`config.mk`:
```
export PLATFORM = sky130hd
export DESIGN_NAME = projeto_processador_flat
export DESIGN_NICKNAME = d
export VERILOG_FILES = /design/src/rtl/projeto_processador_if.sv /design/src/rtl/projeto_processador.sv /design/src/flat_wrapper.sv
export SDC_FILE = /design/constraint.sdc
export NUM_CORES = 1
export LEC_CHECK = 0
export CORE_AREA = 2 2 39 41
export DETAILED_ROUTE_END_ITERATION = 6
export DIE_AREA = 0 0 41 43
export PLACE_DENSITY = 0.42
export SYNTH_ARGS = -nofsm -noshare
export SYNTH_HDL_FRONTEND = slang
export SYNTH_SLANG_ARGS = --single-unit
```
`constraint.sdc`:
```
create_clock -name clock -period 2 [get_ports clock]
set_input_delay 0.3 -clock clock [delete_from_list [all_inputs] [get_ports clock]]
set_output_delay 0.3 -clock clock [all_outputs]
set_load 0.005 [all_outputs]
```
`src/rtl/projeto_processador_if.sv`:
```
// Start/finish handshake between the processor core and whatever drives it.
// Handshake: run is sampled only while the core is idle (T0); the edge that sees run=1
// latches ROM[Din] and starts execution. done is high for exactly the last step of that
// instruction and low in T0. Holding run high past done starts the next instruction at once.
interface projeto_processador_if;
   logic [4:0] Din;
   logic       run;
   logic       done;
   logic [1:0] dbg_step;

   modport master (output Din, output run, input done, input dbg_step);
   modport slave  (input Din, input run, output done, output dbg_step);
endinterface

```
`src/rtl/projeto_processador.sv`:
```
// Multi-cycle 16-bit core: eight registers, 32x16 instruction ROM, 32x16 data RAM.
// Each run request executes one ROM instruction over 2-4 steps (T0..T3).
module projeto_processador (
   input logic                  clock,
   input logic                  reset,
   projeto_processador_if.slave bus
);
   typedef enum logic [1:0] {T0 = 2'd0, T1 = 2'd1, T2 = 2'd2, T3 = 2'd3} step_t;
   typedef enum logic [2:0] {SEL_OPND, SEL_MVT, SEL_RX, SEL_RY, SEL_G, SEL_MEM} bus_sel_t;

   localparam logic [2:0] OP_MV  = 3'd0;
   localparam logic [2:0] OP_MVT = 3'd1;
   localparam logic [2:0] OP_ADD = 3'd2;
   localparam logic [2:0] OP_SUB = 3'd3;
   localparam logic [2:0] OP_LD  = 3'd4;
   localparam logic [2:0] OP_ST  = 3'd5;
   localparam logic [2:0] OP_AND = 3'd6;

   step_t       Tstep_Q, tstep_d;
   bus_sel_t    bus_sel;
   logic [15:0] saidaIR, RA_out, saidaALU, BusWires, reg_g;
   logic [4:0]  reg_addr;
   logic [15:0] regs [0:7];
   logic [15:0] r0, r1, r2, r3, r4, r5, r6, r7;
   // Power-on contents only; reset deliberately leaves data memory untouched.
   logic [15:0] ram [0:31] = '{4: 16'h0007, default: 16'h0000};
   logic [15:0] ram_q;

   logic        done_c, ir_ld, rx_we, a_ld, g_ld, addr_ld, ram_we, ram_re;
   logic [2:0]  op, rx, ry;
   logic [15:0] operand;

   assign op      = saidaIR[15:13];
   assign rx      = saidaIR[11:9];
   assign ry      = saidaIR[2:0];
   assign operand = saidaIR[12] ? {7'd0, saidaIR[8:0]} : regs[ry];

   assign r0 = regs[0];
   assign r1 = regs[1];
   assign r2 = regs[2];
   assign r3 = regs[3];
   assign r4 = regs[4];
   assign r5 = regs[5];
   assign r6 = regs[6];
   assign r7 = regs[7];

   function automatic logic [15:0] rom_word(input logic [4:0] a);
      case (a)
         5'd0:    return 16'h1004;
         5'd1:    return 16'h8200;
         5'd2:    return 16'h5209;
         5'd3:    return 16'hA001;
         5'd4:    return 16'h8401;
         5'd5:    return 16'h1402;
         5'd6:    return 16'hD401;
         5'd7:    return 16'hE003;
         default: return 16'h0000;
      endcase
   endfunction

   always_ff @(posedge clock or posedge reset) begin
      if (reset) Tstep_Q <= T0;
      else       Tstep_Q <= tstep_d;
   end

   always_comb begin
      tstep_d = Tstep_Q;
      bus_sel = SEL_OPND;
      done_c  = 1'b0;
      ir_ld   = 1'b0;
      rx_we   = 1'b0;
      a_ld    = 1'b0;
      g_ld    = 1'b0;
      addr_ld = 1'b0;
      ram_we  = 1'b0;
      ram_re  = 1'b0;
      case (Tstep_Q)
         T0: begin
            if (bus.run) begin
               ir_ld   = 1'b1;
               tstep_d = T1;
            end
         end
         T1: begin
            case (op)
               OP_MV:  begin bus_sel = SEL_OPND; rx_we = 1'b1; done_c = 1'b1; tstep_d = T0; end
               OP_MVT: begin bus_sel = SEL_MVT;  rx_we = 1'b1; done_c = 1'b1; tstep_d = T0; end
               OP_ADD, OP_SUB, OP_AND: begin
                  bus_sel = SEL_RX;
                  a_ld    = 1'b1;
                  tstep_d = T2;
               end
               OP_LD, OP_ST: begin
                  bus_sel = SEL_RY;
                  addr_ld = 1'b1;
                  tstep_d = T2;
               end
               default: begin done_c = 1'b1; tstep_d = T0; end
            endcase
         end
         T2: begin
            case (op)
               OP_ADD, OP_SUB, OP_AND: begin g_ld = 1'b1; tstep_d = T3; end
               OP_LD: begin ram_re = 1'b1; tstep_d = T3; end
               OP_ST: begin
                  bus_sel = SEL_RX;
                  ram_we  = 1'b1;
                  done_c  = 1'b1;
                  tstep_d = T0;
               end
               default: tstep_d = T0;
            endcase
         end
         T3: begin
            bus_sel = (op == OP_LD) ? SEL_MEM : SEL_G;
            rx_we   = 1'b1;
            done_c  = 1'b1;
            tstep_d = T0;
         end
         default: tstep_d = T0;
      endcase
   end

   always_comb begin
      case (bus_sel)
         SEL_OPND: BusWires = operand;
         SEL_MVT:  BusWires = {saidaIR[7:0], 8'h00};
         SEL_RX:   BusWires = regs[rx];
         SEL_RY:   BusWires = regs[ry];
         SEL_G:    BusWires = reg_g;
         SEL_MEM:  BusWires = ram_q;
         default:  BusWires = 16'h0000;
      endcase
   end

   always_comb begin
      case (op)
         OP_ADD:  saidaALU = RA_out + operand;
         OP_SUB:  saidaALU = RA_out - operand;
         OP_AND:  saidaALU = RA_out & operand;
         default: saidaALU = 16'h0000;
      endcase
   end

   always_ff @(posedge clock or posedge reset) begin
      if (reset) begin
         saidaIR  <= 16'h0000;
         RA_out   <= 16'h0000;
         reg_g    <= 16'h0000;
         reg_addr <= 5'd0;
         for (int i = 0; i < 8; i++) regs[i] <= 16'h0000;
      end else begin
         if (ir_ld)   saidaIR  <= rom_word(bus.Din);
         if (a_ld)    RA_out   <= BusWires;
         if (g_ld)    reg_g    <= saidaALU;
         if (addr_ld) reg_addr <= BusWires[4:0];
         if (rx_we)   regs[rx] <= BusWires;
      end
   end

   // Synchronous RAM port; the step counter is forced to T0 by reset, so no write survives it.
   always_ff @(posedge clock) begin
      if (ram_we && !reset) ram[reg_addr] <= BusWires;
      if (ram_re)           ram_q <= ram[reg_addr];
   end

   assign bus.done     = done_c;
   assign bus.dbg_step = Tstep_Q;
endmodule

```
`src/flat_wrapper.sv`:
```
// flat-port wrapper written by rule: the top's interface ports become plain ports
module projeto_processador_flat 
  (clock, reset, bus_Din, bus_run, bus_done, bus_dbg_step);
  projeto_processador_if bus_i ();
  input logic clock;
  input logic reset;
  input wire logic [$bits(bus_i.Din)-1:0] bus_Din;
  input wire logic [$bits(bus_i.run)-1:0] bus_run;
  output wire logic [$bits(bus_i.done)-1:0] bus_done;
  output wire logic [$bits(bus_i.dbg_step)-1:0] bus_dbg_step;
  assign bus_i.Din = bus_Din;
  assign bus_i.run = bus_run;
  assign bus_done = bus_i.done;
  assign bus_dbg_step = bus_i.dbg_step;
  projeto_processador u_core (.clock(clock), .reset(reset), .bus(bus_i));
endmodule
```
=== After elaboration in Yosys (flattened, before gate mapping) ===
Memories as Yosys holds them, arrays and structs flattened.
Index checks and enable logic that the tools add are counted.

* Memories kept: 1
* Bits of input ports: 8
* Output and inout port bits: 3
* Bits in registers: 18
* ROM bits: 80

{| class="wikitable"
|+ Memories
! memory !! words !! bits a word !! read ports !! clocked after Yosys merged registers in !! wr ports !! line !! source
|-
| (no name shown) || 8 || 10 || 1 || 0 || 0 || projeto_processador.sv:48 || <nowiki>case (a)</nowiki>
|}

* Reductions and logical operators: 4
* Equal/unequal tests: 9
* Muxes and demuxes: 10

{| class="wikitable"
|+ Operators by type and width
! cell !! number
|-
| 16-bit two-way mux || 1
|-
| 3-bit equality test, second input constant || 3
|-
| 2-bit one-hot mux with 4 select lines || 1
|-
| 3-bit by 2-bit equality test with 1-bit output, second input constant || 2
|-
| 2-bit two-way mux || 3
|-
| 5-bit OR reduction || 1
|-
| 2-bit equality test, second input constant || 2
|-
| 2-bit logical NOT || 2
|-
| 1-bit two-way mux || 4
|-
| 4-bit OR reduction || 1
|-
| 1-bit one-hot mux with 3 select lines || 1
|-
| 2-bit by 1-bit equality test with 1-bit output, second input constant || 1
|-
| 2-bit != test, second input constant || 1
|}

=== Logic depth before layout (Yosys ltp) ===
Gate-level depths: netlist (run 1).

* Depth in word-level cells: 4
* Depth in mapped cells: 4
* Mapped depth without buffers: 3

=== Worst setup path after synthesis (run 1) ===
OpenSTA, ideal clock, no wires.

* Path kind: register to register
* Start: register u_core.Tstep_Q[0], in the netlist u_core.bus.dbg_step[0]
* End: register u_core.saidaIR[13]
* Stages on the path, launching flop included: 4
* Setup time: 0.121 ns
* Period minus slack after synthesis: 1.263 ns
* Setup slack: 0.737 ns
* Arrival time: 1.142 ns
* Cells stage by stage: dfrtp_1 > or3b_1 > buf_2 > a22o_1

* Longest elaborated chain between the ends: 2

{| class="wikitable"
|+ RTL lines
! item !! line !! source
|-
| start: declaration || projeto_processador.sv:19 || <nowiki>step_t Tstep_Q, tstep_d;</nowiki>
|-
| start signal: assignment || projeto_processador.sv:63 || <nowiki>else Tstep_Q <= tstep_d;</nowiki>
|-
| 2-bit logical NOT || projeto_processador.sv:77 || <nowiki>case (Tstep_Q)</nowiki>
|-
| 1-bit two-way mux || projeto_processador.sv:77 ||
|-
| end signal: assignment || projeto_processador.sv:153 || <nowiki>if (ir_ld) saidaIR <= rom_word(bus.Din);</nowiki>
|-
| end: declaration || projeto_processador.sv:21 || <nowiki>logic [15:0] saidaIR, RA_out, saidaALU, BusWires, reg_g;</nowiki>
|}

Every way passes these cells.
A chain may end at the register's enable or synchronous reset.

=== Final worst setup path (run 1) ===
* Start: register u_core.Tstep_Q[0], in the netlist u_core.bus.dbg_step[0]
* End: output bus_done

* Longest elaborated chain between the ends: 2
* Elaborated cells between the ends (all ways): 4
* Classes of those cells: eq/ne (3); mux (1)

{| class="wikitable"
|+ RTL lines
! item !! line !! source
|-
| 2-bit equality test or 2-bit by 1-bit equality test with 1-bit output (tied branches) || projeto_processador.sv:77 ||
|-
| 1-bit one-hot mux with 3 select lines * || projeto_processador.sv:77 ||
|-
| end: declaration || flat_wrapper.sv:9 || <nowiki>output wire logic [$bits(bus_i.done)-1:0] bus_done;</nowiki>
|}

Every way passes the cells marked *; elsewhere a longest branch is shown, timed or not.

==> results_dict.tcl, run 1 <==
set metrics [dict create \
    antenna_found_initial 0 \
    synth-seq-cells 5 \
    grt_use_met2_pct 15.3 \
    status "completed" \
    die_width_um 41 \
    grtUsageMet3_pct 3.14 \
    finClkSkew_ns 0.00196 \
    clk_pin_slew_worst_paths_ns 0.04 \
    fin_crit_sh_pct 91.9 \
    rsz0062_at_grt "no" \
    reg2reg_slack_ns 0.70 \
    r2r-end "u_core.saidaIR[13]" \
    clk_latency_ns 0.24 \
    final.setup.tns_ns 0 \
    dieArea_mm2 0.00176 \
    synth_area_um2 285 \
    fin_cells 62 \
    ctsHoldBuffers 0 \
    yosys.cell_types.count 18 \
    initial_core_util_pct 20.6 \
    clockBufferDepth 2 \
    drc_errors 0 \
    p_comb_share_pct 27.2 \
    vias 284 \
    power_density_mw_per_mm2 844 \
    r2r-start "u_core.bus.dbg_step[0]" \
    fin_nets 55 \
    synthCells 33 \
    clock_sinks 5 \
    cts_max_level 1 \
    maxCapViolations 0 \
    critical_path_arrival_ns 1.54 \
    crit_fanout 7 \
    min_period_ns 1.84 \
    hold_viol_final 0 \
    yosysWarningCount 0 \
    top_usage_layer "met2" \
    grt_pass1_vias 279 \
    max_slew_margin_pct 85.7 \
    portBuffers 10 \
    grt_max_degree 8 \
    postCtsSetupRepairBufs 0 \
    setup_viol 0 \
    ios 11 \
    area_delta_synth_final_pct 50.9 \
    drive_gt1_share_pct 15.2 \
    max_freq_mhz 544 \
    synthesis.nets 41 \
    core_area_mm2 0.00138 \
    drt-total-wl_um 644 \
    drt_iter0_drc 4 \
    drtAntennaViolNets 0 \
    row_count 14 \
    hold_class "in2async" \
    worstSetupPathType "reg2out" \
    ys_seq_area_share_pct 43.9 \
    global_route.usage.met1_pct 11.3 \
    diodes 0 \
    p_int_mw 0.260 \
    drv_slew 0 \
    switching_share_pct 28.6 \
    track_usage_pct 10.3 \
    leakage_nw 0.169 \
    tightestPinTransition_ns 0.214 \
    ctsResizeCount 0 \
    placed_area_um2 400 \
    cts_tree "built" \
    power_frac_clock_pct 31.8 \
    power_frac_seq_pct 41.0 \
    grt_pass1_wl_mm 1.17 \
    crit_path_start "u_core.bus.dbg_step[0]" \
    place.gp.congestion 0.657 \
    dr.pass1.iters 3 \
    place_inst 58 \
    cts_root_buf "clkbuf_4" \
    irDropWorstVdd_v 0.000215 \
    avgViaCountPerCell 4.58 \
    cp-end-kind "primary output" \
    reg2regPathDepth 2 \
    p_sw_mw 0.104 \
    cts_buffers 3 \
    gr-total-overflow 0 \
    design_area_um2 430 \
    avgSynthCellArea_um2 8.64 \
    wl_per_cell_um 10.4 \
    worstPathRequired_ns 1.70 \
    die_h_um 43 \
    cp-start-kind "flip-flop" \
]
-- synthesized netlist by cell type --
cell type | n | area, µm²
o31ai_1 | 2 | 15.0
nand2b_1 | 2 | 12.5
o211ai_1 | 1 | 7.51
nor3_1 | 1 | 5.00
and3_1 | 1 | 6.26
xnor2_1 | 1 | 8.76
inv_1 | 1 | 3.75
nor2_1 | 3 | 11.3
nand2_1 | 4 | 15.0
or3b_2 | 1 | 8.76
o21ai_0 | 3 | 15.0
dfrtp_1 | 5 | 125
a22o_1 | 1 | 8.76
nor2b_1 | 2 | 12.5
buf_2 | 1 | 5.00
a21oi_1 | 2 | 10.0
or3b_1 | 1 | 8.76
a31oi_1 | 1 | 6.26
-- sequential cells by signal, summed over array words and instances (netlist names) --
name / cells
u_core.bus.dbg_step: 2
u_core.saidaIR: 3
-- final cells by class --
type                    count  area, µm²
clock buffers               4       26.3
fillers                   154        953
inverters                   1       3.75
multi-input cells          26        151
flip-flops and latches      5        129
well taps                  16       20.0
repair buffers             10        100
-- through the flow --
| stage | hold WS, ns | total power [mW] | util (%) | setup slack [ns] |
|---|---|---|---|---|
| global placement | 0.513 | 0.245 | 28.9 | 0.399 |
| global route | 0.272 | 0.398 | 31.1 | 0.0275 |
| detailed placement | 0.511 | 0.247 | 28.9 | 0.376 |
| finish | 0.258 | 0.363 | 31.1 | 0.162 |
| CTS | 0.258 | 0.366 | 30.8 | 0.111 |
| floorplan | 0.0785 | 0.192 | - | 0.737 |
-- cells in the final DEF, fill, tap and decap left out --
cell and instances:
nand2b_1 2, dfrtp_1 2, nand2_1 4, o211ai_1 1, o21ai_0 2, dfrtp_2 3
a22o_1 1, o31ai_1 2, nor2b_1 2, clkbuf_4 3, or3b_1 1, inv_1 1
a31oi_1 1, nor2_1 3, nor3_1 1, o21ai_1 1, clkbuf_1 1, a21oi_1 2
or3b_2 1, clkdlybuf4s50_1 10, and3_1 1, xnor2_1 1
-- power groups by stage --
stage          logic (mW)  clock network, mW  registers (mW)
2_1_floorplan      0.0506                  0           0.141
3_3_place_gp       0.0989                  0           0.146
3_5_place_dp       0.0992                  0           0.148
4_1_cts            0.0994              0.121           0.146
5_1_grt             0.112              0.131           0.154
6_report           0.0987              0.116           0.149
-- kinds of logic after synthesis --
group	synth area share, %
buffers and inverters	3.07
and+or+nand+nor	28.1
AOI/OAI and AO/OA	21.9
xor gates and xnor gates	3.07
DFF	43.9
-- critical path: stages (launching register included) --
cell             delay, ns
dfrtp_2               0.41
nor2b_1               0.17
a31oi_1               0.05
o21ai_0               0.15
clkdlybuf4s50_1       0.52
-- layer usage --
metal	wire length, µm	vias to the layer above
li1	-	142
met1	277	128
met2	312	12
met3	37	2
met4	17	0
met5	0	-
-- worst max-delay path by stage --
stage	endpoint	slack [ns]	cells past startpoint
2_1_floorplan	u_core.saidaIR[13]	0.74	3
3_3_place_gp	u_core.saidaIR[13]	0.40	3
3_5_place_dp	bus_done	0.38	4
4_1_cts	bus_done	0.11	4
5_1_grt	bus_done	0.03	4
6_report	bus_done	0.16	4
(Power assumes the default switching activity.)
==> inputs of run 2 (changes only) <==
CTS_CLUSTER_DIAMETER = 200   (was default)
PLACE_DENSITY = default   (was 0.42)
==> results_dict.tcl, run 2 (synthesis results as in run 1) <==
set metrics [dict create \
    drc_errors 0 \
    gr-total-overflow 0 \
    fin_nets 55 \
    p_sw_mw 0.100 \
    drt-total-wl_um 570 \
    crit_fanout 7 \
    hold_viol_final 0 \
    area_delta_synth_final_pct 50.0 \
    setup_viol 0 \
    clk_latency_ns 0.24 \
    switching_share_pct 27.9 \
    worstPathRequired_ns 1.70 \
    cp_num_cells 4 \
    ios 11 \
    max_slew_margin_pct 86.4 \
    dieArea_mm2 0.00176 \
    vias 280 \
    rsz0062_at_grt "no" \
    drtAntennaViolNets 0 \
    drv_slew 0 \
    cp-end-kind "primary output" \
    dp_hpwl_um 473 \
    status "completed" \
    power_density_mw_per_mm2 837 \
    drive_gt1_share_pct 10.9 \
    design_area_um2 428 \
    ctsHoldBuffers 0 \
    critical_path_arrival_ns 1.52 \
    cp-start-kind "flip-flop" \
    dr.pass1.iters 4 \
    grt_max_degree 8 \
    max_stage_delay_ns 0.51 \
    drt_iter0_drc 10 \
    worstSetupPathType "reg2out" \
    diodes 0 \
    row_count 14 \
    maxCapViolations 0 \
    placed_area_um2 400 \
    clock_sinks 5 \
    leakage_nw 0.171 \
    p_comb_share_pct 27.1 \
    clk_pin_slew_worst_paths_ns 0.04 \
    r2r-start "u_core.bus.dbg_step[0]" \
    largest_reg_flops 3 \
    min_period_ns 1.82 \
    tightestPinTransition_ns 0.202 \
    avgViaCountPerCell 4.52 \
    worstPathCellList "nor2b_1 > a31oi_1 > o21ai_0 > clkdlybuf4s50_1" \
    initial_core_util_pct 20.6 \
    antenna_found_initial 0 \
    p_int_mw 0.258 \
    track_usage_pct 9.15 \
    fin_crit_sh_pct 91.1 \
    portBuffers 10 \
    irDropWorstVdd_v 0.000215 \
    hold_class "in2async" \
    r2r-end "u_core.saidaIR[15]" \
    final.setup.tns_ns 0 \
    cts_tree "built" \
    reg2reg_slack_ns 0.71 \
    die_h_um 43 \
    die_width_um 41 \
    max_freq_mhz 549 \
    cp_top_family "buffers and inverters" \
    reg2regPathDepth 2 \
    finClkSkew_ns 0.00150 \
    slowest_stage "clkdlybuf4s50_1" \
    place.gp.congestion 0.665 \
    clockBufferDepth 2 \
    cts_root_buf "clkbuf_4" \
    power_frac_clock_pct 32.0 \
    grt_pass1_vias 281 \
    final_cell_mix "clkdlybuf4s50_1 (10), nand2_1 (4), dfrtp_1 (4), nor2_1 (3), clkbuf_4 (3)" \
    core_area_mm2 0.00138 \
    regMostFlops "u_core.saidaIR" \
    cts_max_level 1 \
    final_common_cell "clkdlybuf4s50_1" \
    wl_per_cell_um 9.19 \
    cts_buffers 3 \
    cp.buffers_inverters 1 \
    power_frac_seq_pct 40.9 \
    grt_pass1_wl_mm 1.06 \
]
[run 2: cell counts in the layout (fill, tap and decap cells not counted)]
No cell type changed its count.
[run 2: layout make-up]
| cell class | instances | area (µm²) |
|---|---|---|
| Sequential cell | 5 | 126 |
| Tap cell | 16 | 20.0 |
| Multi-Input combinational cell | 26 | 151 |
| Fill cell | 149 | 956 |
| Timing Repair Buffer | 10 | 100 |
| Inverter | 1 | 3.75 |
| Clock buffer | 4 | 26.3 |
[run 2: worst reg2reg max path: stages, from the launching register on]
cell and delay [ns]:
dfrtp_1 0.43, or3b_1 0.48, o31ai_1 0.27
[run 2: worst max-delay path by stage]
stage | from | endpoint | slack [ns]
after floorplan | u_core.bus.dbg_step[0] | u_core.saidaIR[13] | 0.74
final | u_core.bus.dbg_step[0] | bus_done | 0.18
after detailed placement | u_core.saidaIR[15] | bus_done | 0.39
after global routing | u_core.bus.dbg_step[0] | bus_done | 0.02
after global placement | bus_run | u_core.saidaIR[15] | 0.41
after CTS | u_core.saidaIR[15] | bus_done | 0.13
[run 2: through the flow]
stage	hold slack (ns)	cells	worst slack, ns	util (%)	total power [mW]
floorplan	0.0785	33	0.737	-	0.192
global placement	0.520	58	0.407	28.9	0.243
detailed placement	0.523	58	0.387	28.9	0.245
CTS	0.267	62	0.127	30.8	0.364
global route	0.296	62	0.0162	30.9	0.389
finish	0.263	62	0.178	30.9	0.358
[run 2: repair_timing]
| action | CTS | global route |
|---|---|---|
| endpoints found under the setup margin | 0 | 1 |
| resized for setup | 0 | 2 |
| buffers inserted | 0 | 0 |
[run 2: power groups by stage]
stage	clock network (mW)	logic (mW)	registers (mW)
after CTS	0.120	0.0982	0.145
after global routing	0.126	0.112	0.151
after global placement	0	0.0959	0.147
final	0.115	0.0970	0.147
after floorplan	0	0.0506	0.141
after detailed placement	0	0.0977	0.147
[run 2: routing by layer]
| layer | routed length, µm | share of wire [%] | track usage, % |
|---|---|---|---|
| met3 | 40 | 7.0 | 3.14 |
| met4 | 0 | 0 | 8.00 |
| met5 | 0 | 0 | 0 |
| met1 | 251 | 44 | 8.74 |
| met2 | 278 | 49 | 14.4 |
